--- config.mk ---
export PLATFORM = sky130hd
export DESIGN_NAME = bram_stream_reader_flat
export DESIGN_NICKNAME = d
export VERILOG_FILES = /design/src/rtl/bram_rd_pkg.sv /design/src/rtl/bram_stream_reader_if.sv /design/src/rtl/bram_rd_skid.sv /design/src/rtl/bram_stream_reader.sv /design/src/flat_wrapper.sv
export SDC_FILE = /design/constraint.sdc
export NUM_CORES = 1
export LEC_CHECK = 0
export BUFFER_PORTS_ARGS = -buffer_cell sky130_fd_sc_hd__buf_2
export CAP_MARGIN = 10
export CELL_PAD_IN_SITES_DETAIL_PLACEMENT = 1
export CELL_PAD_IN_SITES_GLOBAL_PLACEMENT = 2
export CORE_MARGIN = 5
export CORE_UTILIZATION = 35
export DETAILED_ROUTE_END_ITERATION = 6
export HOLD_SLACK_MARGIN = 0.06
export PLACE_DENSITY = 0.81
export SYNTH_ARGS = -nofsm -noshare
export SYNTH_HDL_FRONTEND = slang
export SYNTH_SLANG_ARGS = --single-unit
--- constraint.sdc ---
create_clock -name clk -period 3.9 [get_ports clk]
set_input_delay 0.195 -clock clk [delete_from_list [all_inputs] [get_ports clk]]
set_output_delay 0.195 -clock clk [all_outputs]
set_load 0.01 [all_outputs]
--- src/rtl/bram_rd_pkg.sv ---
// ============================================================================
// Module : bram_rd_pkg
// Brief  : Shared FSM state encoding and skid-buffer depth for bram_stream_reader.
// Rev    : 1.0
// ============================================================================
`default_nettype none

package bram_rd_pkg;

  localparam int SKID_DEPTH = 2;

  typedef enum logic [1:0] {
    IDLE  = 2'd0,
    RUN   = 2'd1,
    DRAIN = 2'd2,
    DONE  = 2'd3
  } state_t;

endpackage

`default_nettype wire

--- src/rtl/bram_stream_reader_if.sv ---
// ============================================================================
// Module : bram_stream_reader_if
// Brief  : RAM read port plus valid/ready output stream of the reader.
// Rev    : 1.0
// ============================================================================
`default_nettype none

interface bram_stream_reader_if #(
  parameter int DATA_WIDTH = 8,
  parameter int ADDR_WIDTH = 8
);
  logic                  ram_we;
  logic [ADDR_WIDTH-1:0] ram_addr;
  logic [DATA_WIDTH-1:0] ram_dout;
  logic                  m_valid;
  logic                  m_ready;
  logic [DATA_WIDTH-1:0] m_data;

  modport master (
    output ram_we, ram_addr, m_valid, m_data,
    input  ram_dout, m_ready
  );

  modport slave (
    input  ram_we, ram_addr, m_valid, m_data,
    output ram_dout, m_ready
  );
endinterface

`default_nettype wire

--- src/rtl/bram_rd_skid.sv ---
// ============================================================================
// Module : bram_rd_skid
// Brief  : 2-entry synchronous FIFO with a registered head word.
// Rev    : 1.0
// ============================================================================
`default_nettype none

module bram_rd_skid
  import bram_rd_pkg::*;
#(
  parameter int DATA_WIDTH = 8
) (
  input  wire logic                  clk,
  input  wire logic                  rst_n,
  input  wire logic                  push,
  input  wire logic [DATA_WIDTH-1:0] din,
  input  wire logic                  pop,
  output logic      [1:0]            count,
  output logic      [DATA_WIDTH-1:0] head,
  output logic                       not_empty
);

  logic [DATA_WIDTH-1:0] r_head;
  logic [DATA_WIDTH-1:0] r_tail;
  logic [1:0]            r_count;

  // The caller guarantees no push when full without a pop, and no pop when empty.
  always_ff @(posedge clk or negedge rst_n) begin
    if (!rst_n) begin
      r_head  <= '0;
      r_tail  <= '0;
      r_count <= 2'd0;
    end else begin
      case ({push, pop})
        2'b10: begin
          if (r_count == 2'd0) r_head <= din;
          else                 r_tail <= din;
          r_count <= r_count + 2'd1;
        end
        2'b01: begin
          r_head  <= r_tail;
          r_count <= r_count - 2'd1;
        end
        2'b11: begin
          if (r_count == 2'(SKID_DEPTH)) begin
            r_head <= r_tail;
            r_tail <= din;
          end else begin
            r_head <= din;
          end
        end
        default: ;
      endcase
    end
  end

  assign count     = r_count;
  assign head      = r_head;
  assign not_empty = (r_count != 2'd0);

endmodule

`default_nettype wire

--- src/rtl/bram_stream_reader.sv ---
// ============================================================================
// Module : bram_stream_reader
// Brief  : Reads a contiguous BRAM range and emits it as a valid/ready stream.
//          Optional BRAM_RD_CHECKSUM_EN adds csum, the XOR of accepted beats.
// Rev    : 1.0
// ============================================================================
`default_nettype none

module bram_stream_reader
  import bram_rd_pkg::*;
#(
  parameter int DATA_WIDTH = 8,
  parameter int ADDR_WIDTH = 8
) (
  input  wire logic                  clk,
  input  wire logic                  rst_n,
  input  wire logic                  start,
  input  wire logic [ADDR_WIDTH-1:0] base_addr,
  input  wire logic [ADDR_WIDTH:0]   len,
  output logic                       busy,
  output logic                       done,
`ifdef BRAM_RD_CHECKSUM_EN
  output logic      [DATA_WIDTH-1:0] csum,
`endif
  bram_stream_reader_if.master       bus
);

  state_t                r_state;
  logic [ADDR_WIDTH-1:0] r_addr;
  logic [ADDR_WIDTH:0]   r_len;
  logic [ADDR_WIDTH:0]   r_issued;
  logic                  r_inflight;
  logic                  r_busy;
  logic                  r_done;

  logic [1:0]            w_count;
  logic                  w_not_empty;
  logic [DATA_WIDTH-1:0] w_head;
  logic                  w_pop;
  logic [2:0]            w_pending;
  logic                  w_issue;
  logic                  w_last_issue;

  assign w_pop        = w_not_empty & bus.m_ready;
  // Words held or in flight once this cycle's pop has left; bounds the skid FIFO.
  assign w_pending    = {1'b0, w_count} + {2'b00, r_inflight} - {2'b00, w_pop};
  assign w_issue      = (r_state == RUN) && (r_issued < r_len) && (w_pending < 3'(SKID_DEPTH));
  assign w_last_issue = w_issue && ((r_issued + (ADDR_WIDTH+1)'(1)) == r_len);

  always_ff @(posedge clk or negedge rst_n) begin
    if (!rst_n) begin
      r_state    <= IDLE;
      r_addr     <= '0;
      r_len      <= '0;
      r_issued   <= '0;
      r_inflight <= 1'b0;
      r_busy     <= 1'b0;
      r_done     <= 1'b0;
    end else begin
      r_inflight <= w_issue;
      r_done     <= 1'b0;
      case (r_state)
        IDLE: begin
          if (start) begin
            r_addr   <= base_addr;
            r_len    <= len;
            r_issued <= '0;
            r_busy   <= 1'b1;
            if (len == '0) begin
              r_state <= DONE;
              r_done  <= 1'b1;
            end else begin
              r_state <= RUN;
            end
          end
        end
        RUN: begin
          if (w_issue) begin
            r_addr   <= r_addr + ADDR_WIDTH'(1);
            r_issued <= r_issued + (ADDR_WIDTH+1)'(1);
            if (w_last_issue) r_state <= DRAIN;
          end
        end
        DRAIN: begin
          if (w_pending == 3'd0) begin
            r_state <= DONE;
            r_done  <= 1'b1;
          end
        end
        DONE: begin
          r_state <= IDLE;
          r_busy  <= 1'b0;
        end
        default: r_state <= IDLE;
      endcase
    end
  end

  bram_rd_skid #(
    .DATA_WIDTH (DATA_WIDTH)
  ) u_skid (
    .clk       (clk),
    .rst_n     (rst_n),
    .push      (r_inflight),
    .din       (bus.ram_dout),
    .pop       (w_pop),
    .count     (w_count),
    .head      (w_head),
    .not_empty (w_not_empty)
  );

`ifdef BRAM_RD_CHECKSUM_EN
  logic [DATA_WIDTH-1:0] r_csum;

  always_ff @(posedge clk or negedge rst_n) begin
    if (!rst_n) begin
      r_csum <= '0;
    end else if (r_state == IDLE && start) begin
      r_csum <= '0;
    end else if (w_pop) begin
      r_csum <= r_csum ^ w_head;
    end
  end

  assign csum = r_csum;
`endif

  assign bus.ram_we   = 1'b0;
  assign bus.ram_addr = r_addr;
  assign bus.m_valid  = w_not_empty;
  assign bus.m_data   = w_head;
  assign busy         = r_busy;
  assign done         = r_done;

endmodule

`default_nettype wire
--- src/flat_wrapper.sv ---
// flat-port wrapper written by rule: the top's interface ports become plain ports
module bram_stream_reader_flat import bram_rd_pkg::*;
#(
  parameter int DATA_WIDTH = 8,
  parameter int ADDR_WIDTH = 8
)
  (clk, rst_n, start, base_addr, len, busy, done, bus_ram_we, bus_ram_addr, bus_m_valid, bus_m_data, bus_ram_dout, bus_m_ready);
  bram_stream_reader_if #(.DATA_WIDTH(DATA_WIDTH), .ADDR_WIDTH(ADDR_WIDTH)) bus_i ();
  input  wire logic clk;
  input  wire logic rst_n;
  input  wire logic start;
  input  wire logic [ADDR_WIDTH-1:0] base_addr;
  input  wire logic [ADDR_WIDTH:0] len;
  output logic busy;
  output logic done;
  output wire logic [$bits(bus_i.ram_we)-1:0] bus_ram_we;
  output wire logic [$bits(bus_i.ram_addr)-1:0] bus_ram_addr;
  output wire logic [$bits(bus_i.m_valid)-1:0] bus_m_valid;
  output wire logic [$bits(bus_i.m_data)-1:0] bus_m_data;
  input wire logic [$bits(bus_i.ram_dout)-1:0] bus_ram_dout;
  input wire logic [$bits(bus_i.m_ready)-1:0] bus_m_ready;
  assign bus_ram_we = bus_i.ram_we;
  assign bus_ram_addr = bus_i.ram_addr;
  assign bus_m_valid = bus_i.m_valid;
  assign bus_m_data = bus_i.m_data;
  assign bus_i.ram_dout = bus_ram_dout;
  assign bus_i.m_ready = bus_m_ready;
  bram_stream_reader #(.DATA_WIDTH(DATA_WIDTH), .ADDR_WIDTH(ADDR_WIDTH)) u_core (.clk(clk), .rst_n(rst_n), .start(start), .base_addr(base_addr), .len(len), .busy(busy), .done(done), .bus(bus_i));
endmodule
==> results of run 1 <==
## area by class of cell
type,count,area [um2]
fillers,955,4800
multi-input cells,224,1640
flip-flops and latches,49,1230
repair buffers,54,290
well taps,105,131
inverters,25,93.8
clock buffers,5,68.8
clock inverters,3,46.3
## power groups by stage
stage | clock network [mW] | logic (mW) | registers [mW]
global route | 0.417 | 1.68 | 1.01
floorplan | 0 | 1.08 | 0.948
finish | 0.380 | 1.48 | 0.970
global placement | 0 | 1.43 | 0.967
CTS | 0.394 | 1.50 | 0.971
detailed placement | 0 | 1.48 | 0.983
## critical path: cells and delay by family (launching register included)
kind / cells / cell delay (ps)
AOI/OAI and AO/OA: 3 / 1230
adders and majority gates: 3 / 900
DFF: 1 / 430
and+or+nand+nor: 3 / 410
xor gates and xnor gates: 1 / 260
muxes: 1 / 240
buffers and inverters: 1 / 60
## cell usage in the layout (no fill, tap or decap), types with 11 or more instances in the layout
master,netlist,final
mux2_2,19,19
o21ai_0,21,21
ha_1,20,20
a21oi_1,12,12
nor2_1,17,16
inv_1,25,25
dfrtp_1,49,49
buf_2,1,47
xnor2_1,11,11
nand2_1,25,25
## registers in the layout, indices dropped and copies added, names as in the netlist
register	cells
u_core.bus.ram_addr	8
u_core.busy	1
u_core.done	1
u_core.r_inflight	1
u_core.r_issued	9
u_core.r_len	9
u_core.r_state	2
u_core.u_skid.count	2
u_core.u_skid.head	8
u_core.u_skid.r_tail	8
## logic make-up (layout without fill, tap and decap cells)
family | Yosys count | count (layout) | share of synthesized area, %
fa+ha+maj | 21 | 21 | 8.95
flops | 49 | 49 | 40.6
xor+xnor | 15 | 15 | 4.35
buf+inv | 40 | 87 | 5.55
compound gates | 73 | 73 | 16.9
simple gates | 91 | 91 | 15.1
mux | 23 | 23 | 8.41
other cells | 1 | 1 | 0.124
## per-layer routing
metal	vias up	wire [um]	track usage (%)
met5	-	0	0
met4	0	68	3.29
met3	4	240	2.57
met2	30	3750	25.9
met1	1232	3440	20.3
li1	1209	-	-
## path summary, 6_finish.rpt
| path | depth (start not counted) | end |
|---|---|---|
| worst max-delay path | 12 | u_core.r_state[0] |
| worst min-delay path | 2 | u_core.u_skid.r_tail[4] |
| worst max register to register | 12 | u_core.r_state[0] |
| worst min register to register | 2 | u_core.u_skid.head[0] |
| max in group asynchronous | 3 | u_core.r_issued[1] |
| min in group asynchronous | 3 | u_core.r_len[0] |
## stage by stage
step,util (%),cells,cell area (um2),worst slack [ps]
after detailed placement,40.5,456,3360,178
after global placement,40.5,456,3360,366
after CTS,42.0,465,3480,132
after global routing,42.1,465,3500,50.9
final,42.1,465,3500,296
after floorplan,-,313,3020,412
## timing repair
action	in CTS	in global routing
resized for setup	0	2
setup buffers	0	0
hold endpoints to repair	49	0
hold buffers	1	0
endpoints found under the setup margin	0	7
==> impl_metrics.tcl, run 1 <==
set metrics [dict create \
    nets 409 \
    power_switching_mw 1.23 \
    drt_wl_total_mm 7.50 \
    ios 49 \
    hold_class "input pin to flop" \
    synth_edf_count 0 \
    crit-reg2reg-launch "u_core.u_skid.count[1]" \
    row_count 33 \
    pwr-share-clk_pct 13.4 \
    p_int_mw 1.60 \
    yosysWarningCount 0 \
    timing.final.crit_share_pct 92.4 \
    antenna_found_initial 0 \
    rsz0062_at_grt "false" \
    yosysTopAreaCell "dfrtp_1" \
    synth_fp_nets 363 \
    skew_ps 9.16 \
    hpwl_mm 5.57 \
    first_pass_iters 4 \
    syn_area_um2 3020 \
    power_density_nw_per_um2 810 \
    synth_cells 313 \
    finalSetupViolCount 0 \
    gr-total-overflow 0 \
    htreeDepth 2 \
    synthDistinctLibCells 52 \
    p_leak_nw 1.61 \
    maxCapViolations 0 \
    io_buffers 47 \
    cts_sinks 49 \
    max-vdd-ir-drop_uv 306 \
    die_x_um 103 \
    final_layout_size_suffix_gt1_share_pct 24.7 \
    synth_most_common_cell "dfrtp_1" \
    start_kind "flop" \
    fp.coreArea_um2 8300 \
    power.sequential.fraction_pct 34.2 \
    crit_chain "nor2_2 -> nor2b_1 -> ha_1 -> inv_1 -> ha_1 -> fa_1 -> xor2_1 -> nand2b_1 -> a2111o_1 -> a2111o_1 -> o41ai_4 -> mux2i_1" \
    worstSetupPathType "flop to flop" \
    p_comb_share_pct 52.4 \
    cts_buffers 5 \
    grt_pass1_wl_mm 12.8 \
    vias 2475 \
    status "complete, no violations" \
    startpoint "u_core.u_skid.count[1]" \
    tns_ps 0 \
    drc 0 \
    die_area_um2 10600 \
    final_hold_viol_count 0 \
    synth.avg_cell_area_um2 9.65 \
    whs_ps 131 \
    rrSetupSlack_ps 300 \
    worstMarginPinSlew_ps 1100 \
    ys_ff_latch 49 \
    start_util_pct 36.4 \
    crit_path_max_incr_delay_ps 440 \
    synth_top_area_share_pct 40.6 \
    tritoncts "yes" \
    viasPerCell 5.32 \
    clkTransAtPathRegs_ps 100 \
    drv_slew 0 \
    cts_root_buf "clkbuf_8" \
    async_flop_share_pct 100 \
    arrival_ps 3840 \
    grt_pass1_vias 2605 \
    max_freq_mhz 277 \
    worstPathMaxFanout 5 \
    power.total_mw 2.83 \
    grt_usage_pct 15.2 \
    cts_buffer_depth 2 \
    gp_congestion 0.777 \
    grt_max_degree 50 \
    critPathCaptureType "flop" \
    worstPathRequired_ps 4130 \
    die_y_um 103 \
    area_growth_pct 15.8 \
    switching_share_pct 43.5 \
    routedWlPerCell_um 16.1 \
    ant_nets 0 \
    synthTopCellsByCount "dfrtp_1, inv_1, nand2_1" \
    ys.flop_type "dfrtp_1" \
    clock_latency_ps 310 \
    min_from "bus_ram_dout[4]" \
    fin_crit_ps 3600 \
    drtIter0Drc 90 \
    slew-limit-headroom_pct 26.7 \
    antenna_cells 0 \
    synth.yosys.seq_area_share_pct 40.6 \
    synth.area.top_cells "dfrtp_1, ha_1, mux2_2" \
    crit_slowest_cell "a2111o_1" \
]
Note: power is estimated with default switching activity, not from simulation.
==> run 2, diff against run 1 <==
CORE_UTILIZATION = 38   (was 35)
PLACE_DENSITY = 0.87   (was 0.81)
clock period = 4.4 ns   (was 3.9 ns; I/O delays follow)
==> impl_metrics.tcl, run 2 (synthesis results as in run 1) <==
set metrics [dict create \
    gr-total-overflow 0 \
    routedWlPerCell_um 15.7 \
    vias 2451 \
    cts_buffers 5 \
    first_pass_iters 4 \
    cp_top_family "compound AO/OA/AOI/OAI gates" \
    tns_ps 0 \
    die_y_um 99.2 \
    area_growth_pct 13.4 \
    clkTransAtPathRegs_ps 90 \
    pwr-share-clk_pct 11.2 \
    start_kind "flop" \
    grt_max_degree 50 \
    p_leak_nw 1.56 \
    max_freq_mhz 260 \
    drt_wl_total_mm 7.22 \
    worst-path-stages 12 \
    p_comb_share_pct 52.9 \
    hold_class "input pin to flop" \
    post_cts_buffers 0 \
    design_area_um2 3430 \
    critPathBufInv 1 \
    power_switching_mw 1.06 \
    finalSetupViolCount 0 \
    drtIter0Drc 101 \
    whs_ps 157 \
    grt_usage_pct 15.7 \
    cts_buffer_depth 2 \
    antenna_cells 0 \
    fin_crit_ps 3850 \
    crit_chain "nor2_1 -> nor2b_1 -> ha_1 -> inv_1 -> ha_1 -> fa_1 -> xor2_1 -> nand2b_1 -> a2111o_1 -> a2111o_1 -> o41ai_2 -> mux2i_1" \
    crit_path_max_incr_delay_ps 470 \
    switching_share_pct 44.3 \
    io_buffers 47 \
    skew_ps 16.2 \
    reg_top3 "u_core.r_issued: 9 flops, u_core.r_len: 9 flops" \
    maxCapViolations 0 \
    die_x_um 99.2 \
    slew-limit-headroom_pct 29.2 \
    die_area_um2 9830 \
    worstPathMaxFanout 6 \
    fillers 896 \
    power.sequential.fraction_pct 35.9 \
    antenna_found_initial 0 \
    p_int_mw 1.34 \
    grt_pass1_wl_mm 12.7 \
    ant_nets 0 \
    final_layout_size_suffix_gt1_share_pct 23.2 \
    row_count 32 \
    cts_root_buf "clkbuf_8" \
    layout_commonest_cell "dfrtp_1" \
    timing.final.crit_share_pct 87.5 \
    viasPerCell 5.34 \
    final_cell_mix "dfrtp_1, buf_2, inv_1, nand2_1, o21ai_0" \
    tritoncts "yes" \
    hold_depth 2 \
    gp_congestion 0.776 \
    power.total_mw 2.40 \
    nets 406 \
    htreeDepth 2 \
    worstMarginPinSlew_ps 1060 \
    rsz0062_at_grt "false" \
    hpwl_mm 5.37 \
    postPlaceCellArea_um2 3330 \
    status "complete, no violations" \
    critPathCaptureType "flop" \
    crit_slowest_cell "dfrtp_1" \
    max-vdd-ir-drop_uv 293 \
    cts_sinks 49 \
    worstPathRequired_ps 4630 \
    rrSetupSlack_ps 550 \
    worstSetupPathType "flop to flop" \
    post-route-util_pct 44.3 \
    rr_worst_depth 12 \
    drv_slew 0 \
    power_density_nw_per_um2 702 \
    grt_pass1_vias 2581 \
    arrival_ps 4070 \
    fp.coreArea_um2 7730 \
    drc 0 \
    ios 49 \
    clock_latency_ps 310 \
    final_hold_viol_count 0 \
    start_util_pct 39.1 \
]
## run 2: metal layers
metal  up-vias  global-route usage, %  routed length [um]
li1       1206                      -                   -
met1      1206                   21.5                3440
met2        33                   26.0                3480
met3         6                   2.95                 252
met4         0                   3.15                  61
met5         -                      0                   0
## run 2: final cells by class
class | instances | area [um2] | share of cell area (%)
Clock buffer | 7 | 76.3 | 2.23
Clock inverter | 1 | 7.51 | 0.219
Inverter | 25 | 93.8 | 2.74
Multi-Input combinational cell | 224 | 1630 | 47.5
Sequential cell | 49 | 1230 | 35.8
Tap cell | 102 | 128 | 3.73
Timing Repair Buffer | 51 | 268 | 7.82
## run 2: through the flow
| stage | std cells | worst slack [ps] |
|---|---|---|
| finish | 459 | 552 |
| global route | 459 | 272 |
| CTS | 459 | 551 |
| detailed placement | 450 | 587 |
| global placement | 450 | 829 |
| floorplan | 313 | 912 |
## run 2: what timing repair did
action / in CTS / in global routing
endpoints found under the hold margin: 49 / 0
hold buffers: 1 / 0
gates resized for setup: 0 / 0
## run 2: worst paths after layout
kind,startpoint,to
min in group asynchronous,rst_n,u_core.r_issued[2]
worst max register to register,u_core.u_skid.count[0],u_core.r_state[0]
worst min-delay path,bus_ram_dout[3],u_core.u_skid.r_tail[3]
worst max-delay path,u_core.u_skid.count[0],u_core.r_state[0]
max in group asynchronous,rst_n,u_core.u_skid.head[2]
worst min register to register,u_core.u_skid.head[0],u_core.u_skid.head[0]
## run 2: power by group through the flow
stage                     combinational [mW]  sequential, mW  clock, mW
final                                   1.27           0.863      0.270
after CTS                               1.29           0.867      0.281
after global routing                    1.44           0.904      0.305
after global placement                  1.24           0.863          0
after floorplan                        0.957           0.840          0
after detailed placement                1.28           0.876          0
==> run 3, diff against run 2 <==
RECOVER_POWER = 25   (was default)
TNS_END_PERCENT = 30   (was default)
==> impl_metrics.tcl, run 3 (synthesis results as in run 1) <==
set metrics [dict create \
    reg_top3 "u_core.r_issued: 9 flops, u_core.r_len: 9 flops" \
    wl_met2_mm 3.49 \
    power_density_nw_per_um2 704 \
    ios 49 \
    worst_slack_ps 558 \
    fp.coreArea_um2 7730 \
    post-route-util_pct 44.1 \
    final_cell_mix "dfrtp_1, buf_2, inv_1, nand2_1, o21ai_0" \
    violations "max-capacitance violations, max-slew violations" \
    cts_sinks 49 \
    layout_commonest_cell "dfrtp_1" \
    skew_ps 13.4 \
    ant_nets 0 \
    start_kind "flop" \
    die_area_um2 9830 \
    antenna_found_initial 0 \
    gr-total-overflow 0 \
    post_cts_buffers 0 \
    drt_wl_total_mm 7.27 \
    p_leak_nw 1.52 \
    drtIter0Drc 106 \
    worstPathRequired_ps 4630 \
    worstSetupPathType "flop to flop" \
    grt_usage_pct 15.7 \
    grt_pass1_vias 2581 \
    maxCapViolations 1 \
    routedWlPerCell_um 15.8 \
    max-vdd-ir-drop_uv 290 \
    die_y_um 99.2 \
    clock_latency_ps 310 \
    io_buffers 47 \
    arrival_ps 4080 \
    rrSetupSlack_ps 560 \
    drv_slew 50 \
    finalSetupViolCount 0 \
    final_layout_size_suffix_gt1_share_pct 19.9 \
    clkTransAtPathRegs_ps 100 \
    rsz0062_at_grt "false" \
    crit_slowest_cell "dfrtp_1" \
    timing.final.crit_share_pct 87.3 \
    worstMarginPinSlew_ps 2690 \
    cts_buffers 5 \
    first_pass_iters 4 \
    antenna_cells 0 \
    row_count 32 \
    gp_congestion 0.776 \
    tns_ps 0 \
    die_x_um 99.2 \
    crit_path_max_incr_delay_ps 470 \
    met1Wirelength_mm 3.48 \
    pre_cts_slack_ps 587 \
    grt_pass1_wl_mm 12.7 \
    area_growth_pct 12.8 \
    slew-limit-headroom_pct -79.1 \
    worstPathMaxFanout 6 \
    wl_met3_um 242 \
    critPathCaptureType "flop" \
    viasPerCell 5.36 \
    start_util_pct 39.1 \
    max_freq_mhz 260 \
    top_layer_used "met4" \
    hold_class "input pin to flop" \
    cts_buffer_depth 2 \
    critPathBufInv 1 \
    drc 0 \
    crit_chain "nor2_1 -> nor2b_1 -> ha_1 -> inv_1 -> ha_1 -> fa_1 -> xor2_1 -> nand2b_1 -> a2111o_1 -> a2111o_1 -> o41ai_2 -> mux2i_1" \
    cts_root_buf "clkbuf_8" \
    status "finished with violations" \
    tritoncts "yes" \
    final_hold_viol_count 0 \
    nets 406 \
    vias 2462 \
    htreeDepth 2 \
    fin_crit_ps 3840 \
    hpwl_mm 5.37 \
    grt_max_degree 50 \
    cp_top_family "compound AO/OA/AOI/OAI gates" \
]
-- run 3: report_power, final --
part	switching, mW	internal, mW
clock	0.158	0.113
sequential	0.207	0.660
combinational	0.706	0.556
total	1.07	1.33
-- run 3: final cells by class --
cell class              count  area, um2
fillers                   903       4320
multi-input cells         224       1630
flip-flops and latches     49       1230
repair buffers             51        250
well taps                 102        128
inverters                  25       93.8
clock buffers               7       76.3
clock inverters             1       7.51
-- run 3: per-layer routing --
metal  up-vias  GRT usage, %
li1       1202             -
met1      1218          21.5
met2        36          26.0
met3         6          2.95
met4         0          3.15
met5         -             0
-- run 3: metrics by stage --
stage / hold WS [ps] / cell area (um2) / std cells / total power [mW]
detailed placement: 375 / 3330 / 450 / 2.16
finish: 154 / 3410 / 459 / 2.40
CTS: 151 / 3430 / 459 / 2.44
global placement: 375 / 3330 / 450 / 2.10
floorplan: -75.6 / 3020 / 313 / 1.80
global route: 148 / 3410 / 459 / 2.64
-- run 3: final timing paths --
check	from	cells past startpoint	to
worst max-delay path	u_core.u_skid.count[0]	12	u_core.r_state[0]
worst max register to register	u_core.u_skid.count[0]	12	u_core.r_state[0]
max in group asynchronous	rst_n	3	u_core.r_issued[6]
worst min register to register	u_core.u_skid.head[0]	2	u_core.u_skid.head[0]
worst min-delay path	bus_ram_dout[3]	2	u_core.u_skid.r_tail[3]
min in group asynchronous	rst_n	3	u_core.r_issued[0]
-- run 3: timing repair --
| action | 4_1_cts | 5_1_grt |
|---|---|---|
| resized for setup | 0 | 0 |
| setup endpoints to repair | 0 | 0 |
| hold buffers | 1 | 0 |
| endpoints found under the hold margin | 49 | 0 |
